File: src/rtl/calc_seq_ctrl_if.sv
// Keypad-side / display-side signal bundle for the calculator sequencer.
// master: keypad decoder and display consumer; slave: calc_seq_ctrl.
interface calc_seq_ctrl_if #(
    parameter int DATA_W = 16
);
    logic              key_valid;
    logic [3:0]        key_code;
    logic              equal;
    logic [DATA_W-1:0] disp_val;
    logic [1:0]        disp_sel;
    logic [1:0]        op;
    logic              busy;
    logic              done;
    logic              err;

    modport master (
        output key_valid, key_code, equal,
        input  disp_val, disp_sel, op, busy, done, err
    );

    modport slave (
        input  key_valid, key_code, equal,
        output disp_val, disp_sel, op, busy, done, err
    );
endinterface

File: src/rtl/calc_seq_ctrl.sv
// Calculator sequencing controller: builds operand A, operator, operand B,
// runs add/sub/mul in one cycle and a restoring divide over DATA_W cycles,
// and drives the registered display value/select and status flags.
// Optional feature macro: CALC_CHAIN_EN (an operator key in ENT_B evaluates
// the pending expression and carries the result on as the new operand A).
module calc_seq_ctrl #(
    parameter int         DATA_W   = 16,
    parameter logic [3:0] CLR_CODE = 4'hE
) (
    input  logic          clk,
    input  logic          rst,
    calc_seq_ctrl_if.slave bus
);
    localparam int CNT_W = $clog2(DATA_W + 1);

    typedef enum logic [2:0] {ENT_A, OP_WAIT, ENT_B, CALC, DONE, ERR} state_t;

    state_t              state;
    logic [DATA_W-1:0]   a_q, b_q, r_q, rem_q, quo_q;
    logic [CNT_W-1:0]    cnt_q;
    logic                div_run_q, chain_q;
    logic [1:0]          pend_op_q, op_q;
    logic [DATA_W-1:0]   disp_val_q;
    logic [1:0]          disp_sel_q;
    logic                busy_q, done_q, err_q;

    // Append a decimal digit; drop it if the result would not fit in DATA_W bits.
    function automatic logic [DATA_W-1:0] acc_push(input logic [DATA_W-1:0] acc,
                                                   input logic [3:0] d);
        logic [DATA_W+3:0] w;
        w = {4'b0, acc} * (DATA_W+4)'(10) + {{DATA_W{1'b0}}, d};
        if (w > {4'b0, {DATA_W{1'b1}}})
            return acc;
        return w[DATA_W-1:0];
    endfunction

    logic              is_digit, is_oper, is_clr, eq_ev;
    logic [1:0]        key_op;
    logic [DATA_W-1:0] digit;

    assign is_digit = bus.key_valid && (bus.key_code <= 4'd9);
    assign is_oper  = bus.key_valid && (bus.key_code >= 4'hA) && (bus.key_code <= 4'hD);
    assign is_clr   = bus.key_valid && (bus.key_code == CLR_CODE);
    assign eq_ev    = bus.equal || (bus.key_valid && (bus.key_code == 4'hF));
    assign key_op   = 2'(bus.key_code - 4'hA);
    assign digit    = {{(DATA_W-4){1'b0}}, bus.key_code};

    logic [DATA_W:0]     sum;
    logic [2*DATA_W-1:0] prod;
    logic [DATA_W:0]     div_shift;
    logic                div_ge;
    logic [DATA_W-1:0]   rem_nx, quo_nx;
    logic [DATA_W-1:0]   calc_res, fin_val;
    logic                calc_err, fin, fin_err;

    assign sum       = {1'b0, a_q} + {1'b0, b_q};
    assign prod      = {{DATA_W{1'b0}}, a_q} * {{DATA_W{1'b0}}, b_q};
    assign div_shift = {rem_q, quo_q[DATA_W-1]};
    assign div_ge    = div_shift >= {1'b0, b_q};
    assign rem_nx    = div_ge ? DATA_W'(div_shift - {1'b0, b_q}) : div_shift[DATA_W-1:0];
    assign quo_nx    = {quo_q[DATA_W-2:0], div_ge};

    // Single-cycle ALU result and its error condition for the latched operator.
    always_comb begin
        calc_res = '0;
        calc_err = 1'b0;
        case (op_q)
            2'd0: begin calc_res = sum[DATA_W-1:0]; calc_err = sum[DATA_W]; end
            2'd1: begin calc_res = a_q - b_q;       calc_err = (a_q < b_q); end
            2'd2: begin calc_res = prod[DATA_W-1:0]; calc_err = |prod[2*DATA_W-1:DATA_W]; end
            default: begin calc_res = '0;           calc_err = (b_q == '0); end
        endcase
    end

    // Decide when CALC finishes this cycle, with which value and whether it failed.
    always_comb begin
        fin     = 1'b0;
        fin_err = 1'b0;
        fin_val = calc_res;
        if (state == CALC) begin
            if (div_run_q) begin
                if (cnt_q == CNT_W'(1)) begin
                    fin     = 1'b1;
                    fin_val = quo_nx;
                end
            end else if ((op_q != 2'd3) || (b_q == '0)) begin
                fin     = 1'b1;
                fin_err = calc_err;
            end
        end
    end

    // Sequencer FSM with registered display and status outputs.
    always_ff @(posedge clk) begin
        if (rst) begin
            state      <= ENT_A;
            a_q        <= '0;
            b_q        <= '0;
            r_q        <= '0;
            rem_q      <= '0;
            quo_q      <= '0;
            cnt_q      <= '0;
            div_run_q  <= 1'b0;
            chain_q    <= 1'b0;
            pend_op_q  <= 2'd0;
            op_q       <= 2'd0;
            disp_val_q <= '0;
            disp_sel_q <= 2'd0;
            busy_q     <= 1'b0;
            done_q     <= 1'b0;
            err_q      <= 1'b0;
        end else begin
            done_q <= 1'b0;
            if (state == CALC) begin
                if (div_run_q) begin
                    rem_q <= rem_nx;
                    quo_q <= quo_nx;
                    cnt_q <= cnt_q - CNT_W'(1);
                end else if ((op_q == 2'd3) && (b_q != '0)) begin
                    rem_q     <= '0;
                    quo_q     <= a_q;
                    cnt_q     <= CNT_W'(DATA_W);
                    div_run_q <= 1'b1;
                end
                if (fin) begin
                    busy_q    <= 1'b0;
                    div_run_q <= 1'b0;
                    if (fin_err) begin
                        state      <= ERR;
                        err_q      <= 1'b1;
                        disp_val_q <= '0;
                        disp_sel_q <= 2'd3;
                    end else if (chain_q) begin
                        a_q        <= fin_val;
                        op_q       <= pend_op_q;
                        state      <= OP_WAIT;
                        disp_val_q <= fin_val;
                        disp_sel_q <= 2'd0;
                    end else begin
                        r_q        <= fin_val;
                        done_q     <= 1'b1;
                        state      <= DONE;
                        disp_val_q <= fin_val;
                        disp_sel_q <= 2'd2;
                    end
                end
            end else if (is_clr) begin
                a_q        <= '0;
                b_q        <= '0;
                op_q       <= 2'd0;
                err_q      <= 1'b0;
                chain_q    <= 1'b0;
                state      <= ENT_A;
                disp_val_q <= '0;
                disp_sel_q <= 2'd0;
            end else begin
                case (state)
                    ENT_A: begin
                        if (eq_ev) begin
                            r_q        <= a_q;
                            done_q     <= 1'b1;
                            state      <= DONE;
                            disp_val_q <= a_q;
                            disp_sel_q <= 2'd2;
                        end else if (is_digit) begin
                            a_q        <= acc_push(a_q, bus.key_code);
                            disp_val_q <= acc_push(a_q, bus.key_code);
                            disp_sel_q <= 2'd0;
                        end else if (is_oper) begin
                            op_q  <= key_op;
                            state <= OP_WAIT;
                        end
                    end
                    OP_WAIT: begin
                        if (is_digit) begin
                            b_q        <= digit;
                            state      <= ENT_B;
                            disp_val_q <= digit;
                            disp_sel_q <= 2'd1;
                        end else if (is_oper) begin
                            op_q <= key_op;
                        end
                    end
                    ENT_B: begin
                        if (eq_ev) begin
                            state   <= CALC;
                            busy_q  <= 1'b1;
                            chain_q <= 1'b0;
                        end else if (is_digit) begin
                            b_q        <= acc_push(b_q, bus.key_code);
                            disp_val_q <= acc_push(b_q, bus.key_code);
                            disp_sel_q <= 2'd1;
                        end else if (is_oper) begin
`ifdef CALC_CHAIN_EN
                            state     <= CALC;
                            busy_q    <= 1'b1;
                            chain_q   <= 1'b1;
                            pend_op_q <= key_op;
`else
                            state <= ENT_B;
`endif
                        end
                    end
                    DONE: begin
                        if (is_digit) begin
                            a_q        <= digit;
                            state      <= ENT_A;
                            disp_val_q <= digit;
                            disp_sel_q <= 2'd0;
                        end else if (is_oper) begin
                            a_q        <= r_q;
                            op_q       <= key_op;
                            state      <= OP_WAIT;
                            disp_val_q <= r_q;
                            disp_sel_q <= 2'd0;
                        end
                    end
                    default: begin
                        state <= state;
                    end
                endcase
            end
        end
    end

    assign bus.disp_val = disp_val_q;
    assign bus.disp_sel = disp_sel_q;
    assign bus.op       = op_q;
    assign bus.busy     = busy_q;
    assign bus.done     = done_q;
    assign bus.err      = err_q;
endmodule

File: src/flat_wrapper.sv
// flat-port wrapper written by rule: the top's interface ports become plain ports
module calc_seq_ctrl_flat 
#(
    parameter int         DATA_W   = 16,
    parameter logic [3:0] CLR_CODE = 4'hE
)
  (clk, rst, bus_key_valid, bus_key_code, bus_equal, bus_disp_val, bus_disp_sel, bus_op, bus_busy, bus_done, bus_err);
  calc_seq_ctrl_if #(.DATA_W(DATA_W)) bus_i ();
  input  logic clk;
  input  logic rst;
  input wire logic [$bits(bus_i.key_valid)-1:0] bus_key_valid;
  input wire logic [$bits(bus_i.key_code)-1:0] bus_key_code;
  input wire logic [$bits(bus_i.equal)-1:0] bus_equal;
  output wire logic [$bits(bus_i.disp_val)-1:0] bus_disp_val;
  output wire logic [$bits(bus_i.disp_sel)-1:0] bus_disp_sel;
  output wire logic [$bits(bus_i.op)-1:0] bus_op;
  output wire logic [$bits(bus_i.busy)-1:0] bus_busy;
  output wire logic [$bits(bus_i.done)-1:0] bus_done;
  output wire logic [$bits(bus_i.err)-1:0] bus_err;
  assign bus_i.key_valid = bus_key_valid;
  assign bus_i.key_code = bus_key_code;
  assign bus_i.equal = bus_equal;
  assign bus_disp_val = bus_i.disp_val;
  assign bus_disp_sel = bus_i.disp_sel;
  assign bus_op = bus_i.op;
  assign bus_busy = bus_i.busy;
  assign bus_done = bus_i.done;
  assign bus_err = bus_i.err;
  calc_seq_ctrl #(.DATA_W(DATA_W), .CLR_CODE(CLR_CODE)) u_core (.clk(clk), .rst(rst), .bus(bus_i));
endmodule
File: config.mk
export PLATFORM = sky130hd
export DESIGN_NAME = calc_seq_ctrl_flat
export DESIGN_NICKNAME = d
export VERILOG_FILES = /design/src/rtl/calc_seq_ctrl_if.sv /design/src/rtl/calc_seq_ctrl.sv /design/src/flat_wrapper.sv
export SDC_FILE = /design/constraint.sdc
export NUM_CORES = 1
export LEC_CHECK = 0
export BUFFER_PORTS_ARGS = -buffer_cell sky130_fd_sc_hd__buf_2
export CAP_MARGIN = 40
export CORE_MARGIN = 5
export CORE_UTILIZATION = 38
export DETAILED_ROUTE_END_ITERATION = 7
export GPL_ROUTABILITY_DRIVEN = 1
export PLACE_DENSITY_LB_ADDON = 0.15
export SETUP_SLACK_MARGIN = 0.4
export SLEW_MARGIN = 30
export SYNTH_ARGS = -nofsm -noshare
export SYNTH_HDL_FRONTEND = slang
export SYNTH_SLANG_ARGS = --single-unit
File: constraint.sdc
create_clock -name clk -period 10.9 [get_ports clk]
set_input_delay 1.09 -clock clk [delete_from_list [all_inputs] [get_ports clk]]
set_output_delay 1.09 -clock clk [all_outputs]
set_load 0.005 [all_outputs]
# After elaboration in Yosys (flattened, before gate mapping)
# Cells that the tools add are included.
# W data, S select, Z words.
op_classes:
  n_eq_ne: 30
  bitwise: 1
  reduce_logical: 36
  add_sub_neg: 7
  mul: 3
  n_mux: 121
  magnitude_cmp: 7
ops:
  columns: ["cell", "count"]
  rows:
  - ["$mux W16", 36]
  - ["$pmux W16 S2", 2]
  - ["$pmux W16 S4", 1]
  - ["$pmux W16 S3", 1]
  - ["$mux W1", 43]
  - ["$add A20 B4 Y20", 2]
  - ["$gt A20 B16 Y1 const B", 2]
  - ["$mux W3", 13]
  - ["$mul A16 B3 Y19 const B", 2]
  - ["$mux W2", 19]
  - ["$mul A16 B16 Y32", 1]
  - ["$sub A16 B16 Y16", 2]
  - ["$add A16 B16 Y17", 1]
  - ["$ge A17 B16 Y1", 1]
  - ["$logic_not A16 Y1", 1]
  - ["$lt A16 B16 Y1", 1]
  - ["$reduce_bool A16 Y1", 1]
  - ["$reduce_or A16 Y1", 1]
  - ["$ne A5 B1 Y1 const B", 3]
  - ["$reduce_and A5 Y1", 3]
  - ["$reduce_and A7 Y1", 2]
  - ["$reduce_bool A2 Y1", 7]
  - ["$ne A4 B1 Y1 const B", 3]
  - ["$pmux W3 S4", 1]
  - ["other kinds (34)", 56]
word_totals:
  input_bits: 8
  elab_cells: 220
  register_bits: 113
  out_inout_bits: 23

# Logic depth before layout (Yosys ltp)
depth:
  word_depth: 16
  mapped_depth: 28
  mapped_depth_nobuf: 26

# Worst setup path before layout
# OpenSTA, ideal clock, no wires.
synth_timing:
  path_kind: "register to register"
  startpoint: "reg u_core.a_q[1]"
  endpoint: "reg u_core.r_q[11]"
  path_slack_ps: 3595
  stages_incl_launch_ff: 26
  n_path_buf: 3
  setup_time_ps: 88
  required_time_ps: 10812
  t_arrival_ps: 7217
  period_less_slack_ps: 7305
  path_cell_list: "dfxtp_1 clkbuf_1 clkbuf_1 nand2_1 fa_1 fa_1 inv_1 fa_1 fa_1 fa_1 inv_1 fa_1 inv_1 ha_1 nand2_1 nor2_1 nand4_1 o21ai_2 a21oi_1 o311a_1 or4_1 or3_1 a21o_1 buf_6 nor2b_1 a311oi_2"
synth_between:
  elab_chain_cells: 8
  word_cells_on_any_way: 18
  classes_between: "2 x add/sub; 1 x mul; 1 x order compare; 1 x eq/ne; 11 x mux; 2 x reduce/logical"
synth_rtl:
  columns: ["element", "line_no", "text"]
  rows:
  - ["start: declaration", "calc_seq_ctrl.sv:19", "logic [DATA_W-1:0] a_q, b_q, r_q, rem_q, quo_q;"]
  - ["start signal: assignment", "calc_seq_ctrl.sv:134", "a_q <= fin_val;"]
  - ["start signal: assignment", "calc_seq_ctrl.sv:166", "a_q <= acc_push(a_q, bus.key_code);"]
  - ["start signal: assignment", "calc_seq_ctrl.sv:206", "a_q <= digit;"]
  - ["$mul A16 B16 Y32 (tied with other cells)", "calc_seq_ctrl.sv:57", "assign prod = {{DATA_W{1'b0}}, a_q} * {{DATA_W{1'b0}}, b_q};"]
  - ["$reduce_or A16 Y1 / $pmux W16 S3 (equally long branches)", "calc_seq_ctrl.sv:70, calc_seq_ctrl.sv:67", null]
  - ["$pmux W1 S3 / $mux W16 (equally long branches)", "calc_seq_ctrl.sv:67, calc_seq_ctrl.sv:82", null]
  - ["$mux W1 / $mux W16 (equally long branches)", "calc_seq_ctrl.sv:86, calc_seq_ctrl.sv:81", null]
  - ["$mux W1 / $mux W16 (equally long branches)", "calc_seq_ctrl.sv:81, calc_seq_ctrl.sv:133", null]
  - ["$mux W1 / $mux W16 (equally long branches)", "calc_seq_ctrl.sv:80, calc_seq_ctrl.sv:128", null]
  - ["$ne A2 B2 Y1 (no line) / $mux W16 (equally long branches)", null, null]
  - ["$reduce_and A6 Y1 (no line) / $mux W16 (equally long branches)", null, null]
  - ["end signal: assignment", "calc_seq_ctrl.sv:140", "r_q <= fin_val;"]
  - ["end signal: assignment", "calc_seq_ctrl.sv:160", "r_q <= a_q;"]
  - ["end: declaration", "calc_seq_ctrl.sv:19", null]
# Several ways; a longest one is shown, not always the timed one. The select of a mux whose other input is x is not followed.
# A chain may end at the register's enable or synchronous reset.

# Worst setup path in the final report
layout_timing:
  startpoint: "reg u_core.a_q[8]"
  endpoint: "reg u_core.r_q[15]"
# The elaborated chain is that of the path after synthesis.

==> summary.md <==
| Metric | Value |
|---|---|
| Status | finished clean |
| Top Ports | 31 |
| CTS Hold Bufs | 0 |
| Fin crit share | roughly 78% |
| Critical path fanouts, max | 21 |
| Pleak | between 8 and 9 nW |
| Total core area | ~0.05 sq mm |
| Drt wl/cell | around 22 um |
| Die ar. | 0.05604 sq mm |
| First DRT Iteration DRCs | between 1000 and 1500 |
| Dpl hpwl | between 50000 and 60000 um |
| CTS clk-pin slew, worst paths | about 90 ps |
| Largest net degree at the start of global routing | a little under 60 |
| Htree depth | 3 |
| Max_cap viols | 0 |
| Bufs on Longest Clock Path | 2 |
| Root Driver | clkbuf_16 |
| PortBufs | 30 |
| Ant diodes | 0 |
| CP Data Required Time | approximately 11000 ps |
| RSZ-0062 raised after global routing | false |
| Skew final | roughly 13 ps |
| Peak VDD IR | about 0.093 mV |
| Post-synth cell types | 88 |
| DRT antenna net count | 0 |
| Vias in the first global route | between 15000 and 20000 |
| DRT Wirelength | slightly below 70000 um |
| RePlAce Congestion | between 0.9 and 1 |
| Total via count in the routed design | around 18000 |
| Hold_sp | u_core.rem_q[15]$_SDFFE_PP0P_ |
| CP Class | reg2reg |
| Area growth syn-to-layout | 6.367% |
| Starting Density | between 30% and 40% |
| Setup Fix Bufs, Post-CTS | 0 |
| Post-synth EDFFs | 0 |
| Worst r2r src | u_core.a_q[8]$_SDFFE_PP0P_ |
| Mapped Nets | 2906 |
| Commonest non-fill, non-tap cell in the layout | inv_1 |
| CTS buffer count | 9 |
| Clk_lat worst skew | 380 ps |
| DRC | 0 |
| GRT overflow | 0 |
| DR vias/cell | a little under 6 |
| Worst setup startpoint | u_core.a_q[8]$_SDFFE_PP0P_ |
| Async S/R FF share, synth | 0% |
| Layout cell share with drive strength beyond 1 | ~5.6% |
| Die Ht | roughly 240 um |
| Setup TNS Final | 0 ps |
| Pins Over Slew Limit | 0 |
| Ys flop type | dfxtp_1 |
| Commonest non-fill, non-tap cells in the layout | inv_1 (272), nand2_1 (270), nor2_1 (217), ha_1 (216), fa_1 (201) |
| Die width | between 200 and 250 um |
| Site Rows | between 80 and 90 |
| Cts repair resizes | 0 |
| Worst setup SP type | flop |
| Antenna violations before repair | 0 |
| Worst slew margin | a little over two fifths |
| Total Power | roughly 1.8 mW |
| Least-Margin Pin Slew | 871.4 ps |
| Global-route wire length before repair | about 100000 um |
| Hold Path Class | reg2reg |
| Min Tclk post-route | between 8000 and 9000 ps |
| Yosys reg bits | roughly 110 |
| Synth Cell Area | between 0.015 and 0.02 sq mm |
| Cells after Synth | roughly 2500 |
| CTS tree | yes |
| Pre-antenna DRT Iters | 5 |
| Worst EP arrival | just under 9000 ps |
| Syn avg cell area | approximately 7.9 sq um |
| Fmax | 0.1178 GHz |
| Endpoints failing setup | 0 |
| Yosys warns | 0 |
| Pwr Density | approximately 90 mW/mm^2 |
| CTS Sinks | approximately 110 |
| Hold Fails Final Rpt | 0 |
| Final-stage net count | around 2900 |
| Tot GR Track Use | between 20% and 30% |
| CP endpoint kind | flop |
| Sequential area share after synthesis | between 10 and 15% |
-- path summary, 6_finish.rpt --
| path | end | slack [ps] | cells after the start |
|---|---|---|---|
| min reg2reg | u_core.rem_q[15]$_SDFFE_PP0P_ | 460 | 2 |
| max reg2reg | u_core.r_q[15]$_SDFFE_PP0P_ | 2410 | 22 |
| min | u_core.rem_q[15]$_SDFFE_PP0P_ | 460 | 2 |
| max | u_core.r_q[15]$_SDFFE_PP0P_ | 2410 | 22 |
-- state kept, by name, indices dropped and copies added (netlist names) --
register,count
u_core.a_q,16
u_core.b_q,16
u_core.bus.busy,1
u_core.bus.disp_sel,2
u_core.bus.disp_val,16
u_core.bus.done,1
u_core.bus.err,1
u_core.bus.op,2
u_core.cnt_q,5
u_core.div_run_q,1
u_core.quo_q,16
u_core.r_q,16
u_core.rem_q,16
u_core.state,3
-- critical path, cell delays in order, from the launching register on --
cell,delay [ps]
dfxtp_1,730
buf_4,400
ha_1,260
inv_1,100
fa_1,500
fa_1,540
fa_1,460
fa_1,530
fa_1,520
fa_1,540
inv_1,40
ha_1,370
nand2_1,130
nor2_1,170
nand4_1,130
o21ai_2,300
a21oi_1,160
o311a_1,380
or4_1,570
or3_1,460
a21o_1,500
or3_1,480
a21oi_1,140
-- area by class of cell --
type / instances / area, sq um
fillers: 5333 / 30320
multi-input cells: 1961 / 15740
flip-flops and latches: 112 / 2245
inverters: 272 / 1021
well taps: 680 / 850.8
repair buffers: 82 / 608.1
clock buffers: 10 / 239.0
clock inverters: 6 / 73.82
-- metrics by stage --
stage | hold slack [ps] | utilization [%] | instances | setup slack, ps | instance area (sq um)
floorplan | 436.7 | - | 2481 | 3595 | 19530
global placement | 448.1 | 39.62 | 3088 | 2531 | 20250
detailed placement | 454.0 | 39.94 | 3101 | 2475 | 20410
CTS | 465.1 | 40.55 | 3117 | 2447 | 20720
global route | 503.3 | 40.66 | 3123 | 2210 | 20780
finish | 464.8 | 40.66 | 3123 | 2410 | 20780
-- logic make-up (layout without fill, tap and decap cells) --
kind of cell             Yosys count  count (layout)  synth area share, %
AND/OR/NAND/NOR                  835             835                20.33
flip-flops                       112             112                11.48
buffers and inverters            408             370                8.001
XOR/XNOR                          82              82                3.677
multiplexers                      46              46                2.389
adder cells (fa/ha/maj)          417             417                34.44
AO/OA/AOI/OAI                    581             581                19.68
-- routing by layer --
metal	track usage, %	part of all wire (%)	vias to the layer above
met5	0	0	-
li1	-	-	8417
met4	6.699	3.0	0
met3	2.865	6.3	86
met1	34.17	46	8918
met2	36.36	44	614
-- synthesized netlist by cell type, drive strengths merged (18+ instances only) --
library cell	number	area, sq um
a21oi	145	733.2
a22oi	34	255.2
nand3	43	215.2
o211ai	33	257.7
nand4	21	131.4
nand2b	26	162.7
clkbuf	121	454.2
a211oi	21	157.7
a21o	33	247.7
a31oi	19	125.1
xor2	36	315.3
and2	104	650.6
nor3	50	250.2
o21ai	131	666.9
mux2i	41	410.4
inv	272	1021
nand2	271	1025
or3	18	117.6
nor2	218	818.3
o21a	19	142.6
dfxtp	112	2242
ha	216	2703
xnor2	46	402.9
fa	201	4024
-- where the power goes --
| part | switching (mW) | total [mW] | internal, mW |
|---|---|---|---|
| Combinational | 0.579 | 0.910 | 0.331 |
| Sequential | 0.0893 | 0.547 | 0.458 |
| Clock | 0.179 | 0.367 | 0.189 |
| Total | 0.847 | 1.82 | 0.977 |
(Power assumes the default switching activity.)
